--- config.mk ---
export PLATFORM = sky130hd
export DESIGN_NAME = uart_rx_framer
export DESIGN_NICKNAME = d
export VERILOG_FILES = /design/src/rtl/uart_rx_framer.sv
export SDC_FILE = /design/constraint.sdc
export NUM_CORES = 1
export LEC_CHECK = 0
export BUFFER_PORTS_ARGS = -buffer_cell sky130_fd_sc_hd__clkbuf_2
export CORE_AREA = 8 8 72 74
export CTS_BUF_LIST = sky130_fd_sc_hd__clkbuf_4
export DETAILED_ROUTE_END_ITERATION = 10
export DIE_AREA = 0 0 80 82
export GPL_TIMING_DRIVEN = 0
export PLACE_DENSITY = 0.66
export SLEW_MARGIN = 10
export SYNTH_ARGS = -nofsm -noshare
export SYNTH_HDL_FRONTEND = slang
export SYNTH_SLANG_ARGS = --single-unit
export TNS_END_PERCENT = 10
--- constraint.sdc ---
create_clock -name sample_clk -period 2.75 [get_ports sample_clk]
set_input_delay 0.4125 -clock sample_clk [delete_from_list [all_inputs] [get_ports sample_clk]]
set_output_delay 0.4125 -clock sample_clk [all_outputs]
set_load 0.01 [all_outputs]
--- src/rtl/uart_rx_framer.sv ---
// UART receive framer: synchronises din, votes each bit 2-of-3 around mid-bit,
// and assembles start/data/parity/stop into a word with one-cycle valid and error flags.
module uart_rx_framer #(
  parameter int SAMPLE_RATIO = 16,
  parameter int DATA_BITS    = 8,
  parameter int PARITY       = 0,
  parameter int STOP_BITS    = 1
) (
  input  logic                 sample_clk,
  input  logic                 reset,
  input  logic                 din,
  output logic [DATA_BITS-1:0] dout,
  output logic                 dout_valid,
  output logic                 parity_err,
  output logic                 frame_err,
  output logic                 sample_sig,
  output logic                 busy
);

  localparam int H  = SAMPLE_RATIO / 2;
  localparam int TW = $clog2(SAMPLE_RATIO);
  localparam int BW = $clog2(DATA_BITS + 1);

  localparam logic [TW-1:0] T_LO      = TW'(H - 1);
  localparam logic [TW-1:0] T_MID     = TW'(H);
  localparam logic [TW-1:0] T_HI      = TW'(H + 1);
  localparam logic [TW-1:0] T_LAST    = TW'(SAMPLE_RATIO - 1);
  localparam logic [BW-1:0] DATA_LAST = BW'(DATA_BITS - 1);
  localparam logic [BW-1:0] STOP_LAST = BW'(STOP_BITS - 1);

  typedef enum logic [2:0] {
    ST_IDLE,
    ST_START,
    ST_DATA,
    ST_PAR,
    ST_STOP,
    ST_BRK
  } state_t;

  state_t state, state_next;

  logic                 sync1, s, s_prev;
  logic [TW-1:0]        tick;
  logic [BW-1:0]        bit_cnt;
  logic                 v_lo, v_mid;
  logic [DATA_BITS-1:0] shreg;
  logic                 par_bad, stop_bad;

  logic fall, decide, vote, last_data, last_stop, par_calc, par_err_now;

  always_comb begin
    fall        = s_prev & ~s;
    decide      = (tick == T_HI);
    vote        = (v_lo & v_mid) | (v_lo & s) | (v_mid & s);
    last_data   = (bit_cnt == DATA_LAST);
    last_stop   = (bit_cnt == STOP_LAST);
    par_calc    = (^shreg) ^ vote;
    // odd parity wants an odd count of ones over data+parity, even wants an even count
    par_err_now = (PARITY == 1) ? ~par_calc : par_calc;
  end

  // Next-state logic; the stop decision returns to idle at mid-bit so a
  // back-to-back start edge is not missed.
  always_comb begin
    state_next = state;
    unique case (state)
      ST_IDLE:  if (fall) state_next = ST_START;
      ST_START: if (decide) state_next = vote ? ST_IDLE : ST_DATA;
      ST_DATA:  if (decide && last_data) state_next = (PARITY != 0) ? ST_PAR : ST_STOP;
      ST_PAR:   if (decide) state_next = ST_STOP;
      ST_STOP:  if (decide && last_stop) state_next = vote ? ST_IDLE : ST_BRK;
      ST_BRK:   if (s) state_next = ST_IDLE;
      default:  state_next = ST_IDLE;
    endcase
  end

  assign busy = (state != ST_IDLE);

  always_ff @(posedge sample_clk) begin
    if (reset) begin
      sync1      <= 1'b1;
      s          <= 1'b1;
      s_prev     <= 1'b1;
      state      <= ST_IDLE;
      tick       <= '0;
      bit_cnt    <= '0;
      v_lo       <= 1'b0;
      v_mid      <= 1'b0;
      shreg      <= '0;
      par_bad    <= 1'b0;
      stop_bad   <= 1'b0;
      dout       <= '0;
      dout_valid <= 1'b0;
      parity_err <= 1'b0;
      frame_err  <= 1'b0;
      sample_sig <= 1'b0;
    end else begin
      sync1      <= din;
      s          <= sync1;
      s_prev     <= s;
      state      <= state_next;
      dout_valid <= 1'b0;
      parity_err <= 1'b0;
      frame_err  <= 1'b0;
      sample_sig <= 1'b0;

      // the edge cycle itself is tick 0, so the first counted cycle is tick 1
      if (state == ST_IDLE) tick <= fall ? TW'(1) : '0;
      else if (tick == T_LAST) tick <= '0;
      else tick <= tick + 1'b1;

      if (tick == T_LO)  v_lo  <= s;
      if (tick == T_MID) v_mid <= s;

      if (decide) begin
        unique case (state)
          ST_START: begin
            bit_cnt  <= '0;
            par_bad  <= 1'b0;
            stop_bad <= 1'b0;
          end
          ST_DATA: begin
            shreg      <= {vote, shreg[DATA_BITS-1:1]};
            sample_sig <= 1'b1;
            bit_cnt    <= last_data ? '0 : bit_cnt + 1'b1;
          end
          ST_PAR: par_bad <= par_err_now;
          ST_STOP: begin
            if (last_stop) begin
              dout       <= shreg;
              dout_valid <= 1'b1;
              parity_err <= par_bad;
              frame_err  <= stop_bad | ~vote;
              bit_cnt    <= '0;
            end else begin
              stop_bad <= stop_bad | ~vote;
              bit_cnt  <= bit_cnt + 1'b1;
            end
          end
          default: ;
        endcase
      end
    end
  end

endmodule
== After elaboration in Yosys (flattened, before gate mapping) ==
Index checks and enable logic that the tools add are counted.

* Add/subtract/negate cells: 2
* Equality and inequality tests: 17
* Multiplexer cells: 20
* Bitwise logic cells: 13
* Reduce and logical (&&, ||, !) cells: 18

{| class="wikitable"
|+ Operator list
! kind !! number
|-
| 3-bit two-way mux || 7
|-
| 3-bit case mux with 6 select lines || 1
|-
| 4-bit two-way mux || 4
|-
| 2-bit != test, second input constant || 7
|-
| 4-bit equality test, second input constant || 3
|-
| 4-bit case mux with 3 select lines || 1
|-
| 4-bit by 1-bit adder with 4-bit output, second input constant || 2
|-
| 4-bit by 3-bit equality test with 1-bit output, second input constant || 2
|-
| 8-bit XOR reduction || 1
|-
| 3-bit by 2-bit equality test with 1-bit output, second input constant || 2
|-
| 3-bit equality test, second input constant || 2
|-
| 2-bit AND reduction || 3
|-
| 3-bit AND reduction || 2
|-
| 6-bit AND reduction || 1
|-
| 3-bit nonzero test || 2
|-
| 1-bit NOT || 5
|-
| 1-bit bitwise AND || 4
|-
| 4-bit logical NOT || 1
|-
| 1-bit two-way mux || 4
|-
| 1-bit case mux with 2 select lines || 2
|-
| 2-bit nonzero test || 2
|-
| 4-bit OR reduction || 1
|-
| 3-bit by 1-bit equality test with 1-bit output, second input constant || 1
|-
| 3-bit logical NOT || 1
|-
| 6 further kinds || 9
|}

* Flip-flop bits (word level): 38
* Input bits: 3
* Output and inout port bits: 13

== Depth between registers and ports, before layout ==
Gate-level depths: netlist of run 1.

* Depth in word-level cells: 7
* Gate-level depth with buffers: 8
* Gate-level depth less buffers: 7

== Worst setup path after synthesis of run 1 ==
Ideal clock, no wire load.

* Path type: register -> register
* Start: register bit_cnt[0]
* End: register dout[0]
* Library setup time: 0.128 ns
* Arrival time: 1.530 ns
* Data required time: 2.622 ns
* Slack: 1.092 ns
* Cell stages (with the launch flop): 8
* Path buffers: 1
* Period minus slack after synthesis: 1.658 ns
* Cells stage by stage: dfxtp_1 -> inv_1 -> ha_1 -> or3b_4 -> or3_1 -> buf_6 -> mux2i_1 -> nor2_1

* Cells in the longest elaborated chain, start to end: 2

{| class="wikitable"
|+ RTL lines
! element !! line !! RTL
|-
| start, declared || 44 || <nowiki>logic [BW-1:0] bit_cnt;</nowiki>
|-
| start signal, assigned || 125 || <nowiki>bit_cnt <= last_data ? '0 : bit_cnt + 1'b1;</nowiki>
|-
| start signal, assigned || 137 || <nowiki>bit_cnt <= bit_cnt + 1'b1;</nowiki>
|-
| 4-bit logical NOT || 56 || <nowiki>last_stop = (bit_cnt == STOP_LAST);</nowiki>
|-
| 3-bit AND reduction (no line) || n/a ||
|-
| end signal, assigned || 130 || <nowiki>dout <= shreg;</nowiki>
|-
| end, declared || 12 || <nowiki>output logic [DATA_BITS-1:0] dout,</nowiki>
|}

Every way passes these cells.
A chain may end at the register's enable or synchronous reset.

== Worst setup path after layout of run 1 ==
* Start: register state[2]
* End: output port busy

* Cells in the longest elaborated chain, start to end: 1

{| class="wikitable"
|+ RTL lines
! element !! line !! RTL
|-
| start, declared || 40 || <nowiki>state_t state, state_next;</nowiki>
|-
| start signal, assigned || 101 || <nowiki>state <= state_next;</nowiki>
|-
| 3-bit nonzero test || 77 || <nowiki>assign busy = (state != ST_IDLE);</nowiki>
|-
| end, declared || 17 || <nowiki>output logic busy</nowiki>
|}

Every way passes these cells.

==> results of run 1 <==
-- report_power, final --
group | total (mW) | leakage, nW | switching (mW) | internal (mW)
sequential | 0.579 | 0.307 | 0.0122 | 0.567
combinational | 0.225 | 0.470 | 0.137 | 0.0878
clock | 0.283 | 0.0286 | 0.188 | 0.0950
total | 1.09 | 0.806 | 0.337 | 0.750
-- metal layers --
layer	global-route usage	routed length, µm	vias up
li1	-	-	707
met4	0.0509	65	0
met2	0.162	1380	19
met3	0.0427	166	6
met1	0.135	1610	627
met5	0	0	-
-- path summary, 6_finish.rpt --
path | slack, ns | from | endpoint
setup / recovery | 0.67 | state[2] | busy
hold / removal | 0.24 | din | sync1
setup reg to reg | 0.98 | bit_cnt[0] | dout[5]
hold reg to reg | 0.42 | sync1 | s
-- registers in the layout (all words and copies together) (netlist names), 3 cells and up --
name     cells
shreg        8
dout         8
tick         4
bit_cnt      4
state        3
-- critical path, stage by stage, from the launching register on --
cell and delay, ns:
dfxtp_1 0.37, buf_4 0.19, nor3_1 0.48, inv_1 0.12, clkbuf_2 0.15
-- through the flow --
step	total power, mW	cells	cell area [µm²]
after CTS	1.10	268	1940
after detailed placement	0.816	260	1890
after floorplan	0.771	194	1750
final	1.09	268	1940
after global placement	0.816	260	1890
after global routing	1.16	268	1940
-- area by class of cell --
| class | instances | area, µm² | share of cell area |
|---|---|---|---|
| Multi-Input combinational cell | 140 | 906 | 0.467 |
| Sequential cell | 38 | 761 | 0.392 |
| Buffer | 10 | 61.3 | 0.0316 |
| Clock inverter | 3 | 16.3 | 0.00839 |
| Inverter | 6 | 22.5 | 0.0116 |
| Timing Repair Buffer | 14 | 70.1 | 0.0361 |
| Clock buffer | 5 | 37.5 | 0.0194 |
| Tap cell | 52 | 65.1 | 0.0335 |
-- layout by cell type, fill, tap and decap left out, types with 3 or more instances in the layout --
master	synthesis	layout
xnor2_1	10	10
buf_2	4	4
nand2_1	17	17
nand3_1	10	10
clkbuf_4	0	5
clkbuf_2	0	14
a21oi_1	13	13
inv_1	6	6
nand3b_1	3	3
ha_1	5	5
nor3_1	4	4
nor2_1	27	27
dfxtp_1	38	38
or2_2	3	3
clkbuf_1	3	3
o21ai_0	5	5
mux2i_1	11	11
-- cell families after synthesis --
family | Yosys count | synth area share
AOI/OAI and AO/OA | 32 | 0.122
xor gates and xnor gates | 13 | 0.0729
adders and majority gates | 5 | 0.0357
buffers and inverters | 16 | 0.0479
DFF | 38 | 0.435
muxes | 11 | 0.0629
and+or+nand+nor | 79 | 0.224
==> run metrics, run 1 <==
status finished clean; top-count cell post-synth dfxtp_1; WHS between 0.2 and 0.25 ns; Commonest cells post-synth dfxtp_1, nor2_1, nand2_1, a21oi_1, mux2i_1; CTS Buffer Depth 2; first-pass GRT wire length 5.55 mm; WL final 3.23 mm; setup ws final 0.665 ns; port bufs 14; Pwr Density 560 mW/mm²; kind of critical path register to output pin; Yosys reg bits 38; WP data required 2.34 ns; number of enable flip-flop cells after synthesis 0; post-placement worst setup slack 0.984 ns; syn_nets 202; Main synth FF type dfxtp_1; nets 223; Clock Latency Late Sink 0.35 ns; final max-slew violation count 0; Synth Cell Area between 0.0015 and 0.002 mm²; Final Hold Viols 0; Layout Utilization 0.468; Worst Path Arrival 1.67 ns; Ys Warns 0; Starting Density 0.422; full die area about 0.0066 mm²; share of layout cells above drive strength 1 0.167; Worst-Margin Slew 0.698 ns; Pre-antenna DRT Iters 4; Area growth syn-to-layout 10.8%; mean post-synth cell area around 9.0 µm²; # rows 24; CP Max Fanout 10; CTS Hold Bufs 0; total CTS buffers 5; Hold Path Depth 2; P_leak 0.806 nW; Final HPWL DP 2.39 mm; Setup violations, final 0; initial antenna violation count 0; drc violations 0; Die Width 80 µm; GRT overflow 0; core area a little over 0.004 mm²; DR vias 1359; post-cts gate resize count 0; Async S/R FF share, synth 0; Max Freq 0.480 GHz; DR WL/cell 12.0 µm; RSZ-0062 raised after global routing false; startpoint types register; Post-DRT Antenna Nets 0; Distinct cells, synth 43; largest net degree at the start of global routing 13; relative slew slack 0.532; sequential cell area fraction in the yosys report 0.435; Via density 5.07; Max rail drop VDD 0.251 mV; H-tree Lvls 2; DRT iter0 DRCs 56; clock-pin slew on the worst setup and hold paths 0.11 ns; FILL cells 420; postcts setup bufs 0; CTS tree yes; Global Route Usage Sum 0.109; Setup crit end kind output pin; share of the synthesized area in the top cell type 0.435; min Tclk post-route 2.08 ns; Ports 16; Period Utilization, post-route 0.758; number of antenna diodes 0; die span in y 82 µm; TritonCTS Sinks 38; GP Congestion slightly above 0.8; setup_tns 0 ns; Clock Skew 0.00739 ns; Max Cap Viol 0; Cells after Synth ~190; Worst R2R Path Depth 7; largest area contributor in the netlist dfxtp_1; Area contributors post-synth dfxtp_1, mux2i_1, nor2_1, xnor2_1, a21oi_1; clock root cell clkbuf_4; vias in the first global route around 1200; min-delay worst type input pin to register
No activity file was read; power rests on OpenSTA's default activity.
==> inputs of run 2 (changes only) <==
- clock period: 2.75 -> 2 ns (I/O delays scaled with it)
==> run metrics, run 2 (synthesis results as in run 1) <==
Final Power 1.50 mW; postcts setup bufs 0; CP startpoint state[2]; Period Utilization, post-route 0.894; CP Capture Point busy; Via density 5.10; GRT overflow 0; relative slew slack 0.537; flop-to-flop setup slack 0.23 ns; Clock Latency Late Sink roughly 0.35 ns; startpoint types register; CP Max Fanout 10; most common cell after layout, fill and taps aside dfxtp_1; post-cts gate resize count 1; P_leak between 0.8 and 0.9 nW; Global Route Usage Sum 0.109; nets 223; status finished clean; Pre-antenna DRT Iters 4; Hold Path Depth 2; Clock power frac 0.259; die span in y between 80 and 90 µm; DR vias 1366; port bufs 14; Pwr Density 771 mW/mm²; Worst-Margin Slew 0.690 ns; R2R Path End dout[5]; Max Freq 0.559 GHz; NetSw 0.465 mW; first-pass GRT wire length 5.57 mm; Clock Skew 0.00825 ns; DRT iter0 DRCs 58; kind of critical path register to output pin; CTS Buffer Depth 2; GP Congestion 0.827; Setup crit end kind output pin; Internal 1.03 mW; # rows 24; CTS tree yes; Final Hold Viols 0; commonest non-fill, non-tap cells in the layout dfxtp_1, nor2_1, nand2_1; setup_tns 0 ns; Worst R2R Path Depth 7; Final HPWL DP about 2.4 mm; Area growth syn-to-layout 11.1%; number of antenna diodes 0; min Tclk post-route ~1.8 ns; Gate power share 0.209; CTS Hold Bufs 0; H-tree Lvls 2; DR WL/cell 12.1 µm; clock root cell clkbuf_4; WP data required 1.70 ns; min-delay worst type input pin to register; Max rail drop VDD 0.351 mV; Setup violations, final 0; Die Width 80 µm; share of layout cells above drive strength 1 0.171; Seq pwr share 0.531; total CTS buffers 5; worst flop-to-flop path startpoint bit_cnt[0]; WL final 3.24 mm; clock-pin slew on the worst setup and hold paths 0.11 ns; Top Registers dout: 8 flops, shreg: 8 flops; core area 0.00414 mm²; TritonCTS Sinks 38; drc violations 0; Starting Density 0.422; RSZ-0062 raised after global routing false; Ports 16; largest net degree at the start of global routing 13; vias in the first global route approximately 1200; full die area 0.00656 mm²; Worst Path Arrival 1.49 ns; final max-slew violation count 0; initial antenna violation count 0; Switching Fraction 0.311; Max Cap Viol 0; Post-DRT Antenna Nets 0
run 2: worst max-delay path, stage by stage (launching register included):
cell	delay, ns
dfxtp_1	0.37
buf_4	0.20
nor3_2	0.33
inv_1	0.10
clkbuf_2	0.14
run 2: cell type report:
type	instances	area, µm²
Multi-Input combinational cell	140	911
Buffer	10	61.3
Clock buffer	5	37.5
Timing Repair Buffer	14	70.1
Fill cell	420	2200
Sequential cell	38	761
Tap cell	52	65.1
Inverter	6	22.5
Clock inverter	3	16.3
run 2: through the flow:
stage                     setup WS (ns)  hold slack [ns]  std cells  cell area [µm²]   util
final                             0.212            0.128        268             1940  0.469
after global routing             0.0916            0.111        268             1940  0.469
after CTS                         0.170            0.112        268             1940  0.469
after detailed placement          0.234            0.395        260             1890  0.455
after global placement            0.236            0.393        260             1890  0.455
after floorplan                   0.342            0.389        194             1750      -
run 2: worst min path at each step:
stage	start	endpoint	slack, ns
final	din	sync1	0.13
after detailed placement	sync1	s	0.39
after floorplan	sync1	s	0.39
after global routing	din	sync1	0.11
after CTS	din	sync1	0.11
after global placement	sync1	s	0.39
run 2: power groups by stage:
stage | Clock, mW | Sequential [mW] | Combinational [mW]
floorplan | 0 | 0.810 | 0.250
global placement | 0 | 0.813 | 0.309
detailed placement | 0 | 0.813 | 0.309
CTS | 0.405 | 0.796 | 0.315
global route | 0.435 | 0.799 | 0.357
finish | 0.389 | 0.796 | 0.313
run 2: routing by layer:
metal,share of wire,track usage,vias to the layer above
met2,0.43,0.162,19
met4,0.020,0.0509,0
met5,0,0,-
met1,0.50,0.137,634
li1,-,-,707
met3,0.052,0.0427,6
==> inputs of run 3 (changes only) <==
- CTS_BUF_LIST: sky130_fd_sc_hd__clkbuf_4 -> sky130_fd_sc_hd__clkbuf_4 sky130_fd_sc_hd__clkbuf_8
- CTS_CLUSTER_DIAMETER: default -> 150
==> run metrics, run 3 (synthesis results as in run 1) <==
status finished clean; nets 223; min-delay worst type input pin to register; most common cell after layout, fill and taps aside dfxtp_1; relative slew slack 0.522; number of antenna diodes 0; DR WL/cell 12.2 µm; Period Utilization, post-route 0.884; commonest non-fill, non-tap cells in the layout dfxtp_1, nor2_1, nand2_1; setup_tns 0 ns; die span in y 82 µm; RSZ-0062 raised after global routing false; H-tree Lvls 2; Via density 5.07; Max Freq ~0.57 GHz; slowest stage delay, CP 0.38 ns; clock root cell clkbuf_8; Max rail drop VDD 0.527 mV; startpoint types register; first-pass GRT wire length 5.53 mm; largest net degree at the start of global routing 13; Starting Density 0.422; Setup crit end kind register; port bufs 14; GP Congestion just over 0.8; Clock Latency Late Sink 0.29 ns; Pre-antenna DRT Iters 4; Final HPWL DP roughly 2.4 mm; CTS tree yes; DR vias 1360; core area 0.00414 mm²; # rows 24; Max Cap Viol 0; Clock Skew 0.00320 ns; kind of critical path register to register; CTS Hold Bufs 0; TritonCTS Sinks 38; Ports 16; CP Cell Sequence inv_1 > ha_1 > or3b_4 > or3_1 > buf_6 > mux2i_1 > nor2_1; Pwr Density 833 mW/mm²; clock-pin slew on the worst setup and hold paths 0.07 ns; Die Width 80 µm; full die area between 0.006 and 0.007 mm²; Hold Path Depth 2; CTS Buffer Depth 2; WL final between 3 and 4 mm; drc violations 0; setup ws final between 0.2 and 0.25 ns; FILL cells 419; Top Registers dout: 8 flops, shreg: 8 flops; Post-DRT Antenna Nets 0; WP data required 2.16 ns; vias in the first global route 1219; GRT overflow 0; Area growth syn-to-layout 13.4%; initial antenna violation count 0; Final Hold Viols 0; P_leak 0.826 nW; Setup violations, final 0; share of layout cells above drive strength 1 0.176; Worst-Margin Slew roughly 0.71 ns; Storage cell area ~760 µm²; Global Route Usage Sum 0.107; area occupied by multi-input gates 911 µm²; final max-slew violation count 0; total CTS buffers 5; DRT iter0 DRCs 61; Worst R2R Path Depth 7; Worst Path Arrival 1.93 ns; CP Max Fanout 9; min Tclk post-route 1.77 ns; CP max-delay cell or3b_4; post-placement worst setup slack 0.234 ns
-- run 3: cell types whose count changed in the layout (fill, tap and decap cells not counted) --
cell,previous run,this run
clkbuf_8,0,6
clkbuf_4,5,0
clkinv_1,1,0
-- run 3: path summary, 6_finish.rpt --
| check | endpoint | slack [ns] | start |
|---|---|---|---|
| hold / removal | sync1 | 0.19 | din |
| setup / recovery | dout[5] | 0.23 | bit_cnt[0] |
| setup reg to reg | dout[5] | 0.23 | bit_cnt[0] |
| hold reg to reg | s | 0.41 | sync1 |
-- run 3: metrics by stage --
| step | cells | utilization | cell area (µm²) | hold WS, ns | total power [mW] |
|---|---|---|---|---|---|
| 2_1_floorplan | 194 | - | 1750 | 0.389 | 1.06 |
| 3_3_place_gp | 260 | 0.455 | 1890 | 0.393 | 1.12 |
| 4_1_cts | 268 | 0.478 | 1980 | 0.188 | 1.67 |
| 5_1_grt | 268 | 0.479 | 1990 | 0.185 | 1.75 |
| 6_report | 268 | 0.479 | 1990 | 0.192 | 1.65 |
| 3_5_place_dp | 260 | 0.455 | 1890 | 0.395 | 1.12 |
-- run 3: metal layers --
layer  wire length (µm)  GRT usage  vias to the layer above
li1                   -          -                      704
met1               1650      0.133                      632
met2               1420      0.164                       20
met3                150     0.0394                        4
met4                 46     0.0400                        0
met5                  0          0                        -
-- run 3: where the power goes --
group	leakage (nW)	switching [mW]	internal, mW	total [mW]
combinational	0.472	0.191	0.123	0.314
sequential	0.307	0.0166	0.779	0.796
clock	0.0472	0.268	0.277	0.545
-- run 3: critical path: cells and delay by family, from the launching register on --
kind	cells	cell delay, ns
AND/OR/NAND/NOR	3	0.76
multiplexers	1	0.15
adder cells (fa/ha/maj)	1	0.14
flip-flops	1	0.33
buffers and inverters	2	0.25
-- run 3: layout make-up --
class / instances / share of cell area
clock inverters: 2 / 0.00630
multi-input cells: 140 / 0.459
plain buffers: 10 / 0.0309
flip-flops and latches: 38 / 0.383
well taps: 52 / 0.0328
inverters: 6 / 0.0113
clock buffers: 6 / 0.0416
repair buffers: 14 / 0.0353
-- run 3: repair_timing --
item | CTS | global route
buffers inserted | 0 | 0
gates resized for setup | 0 | 1
endpoints found under the setup margin | 0 | 1
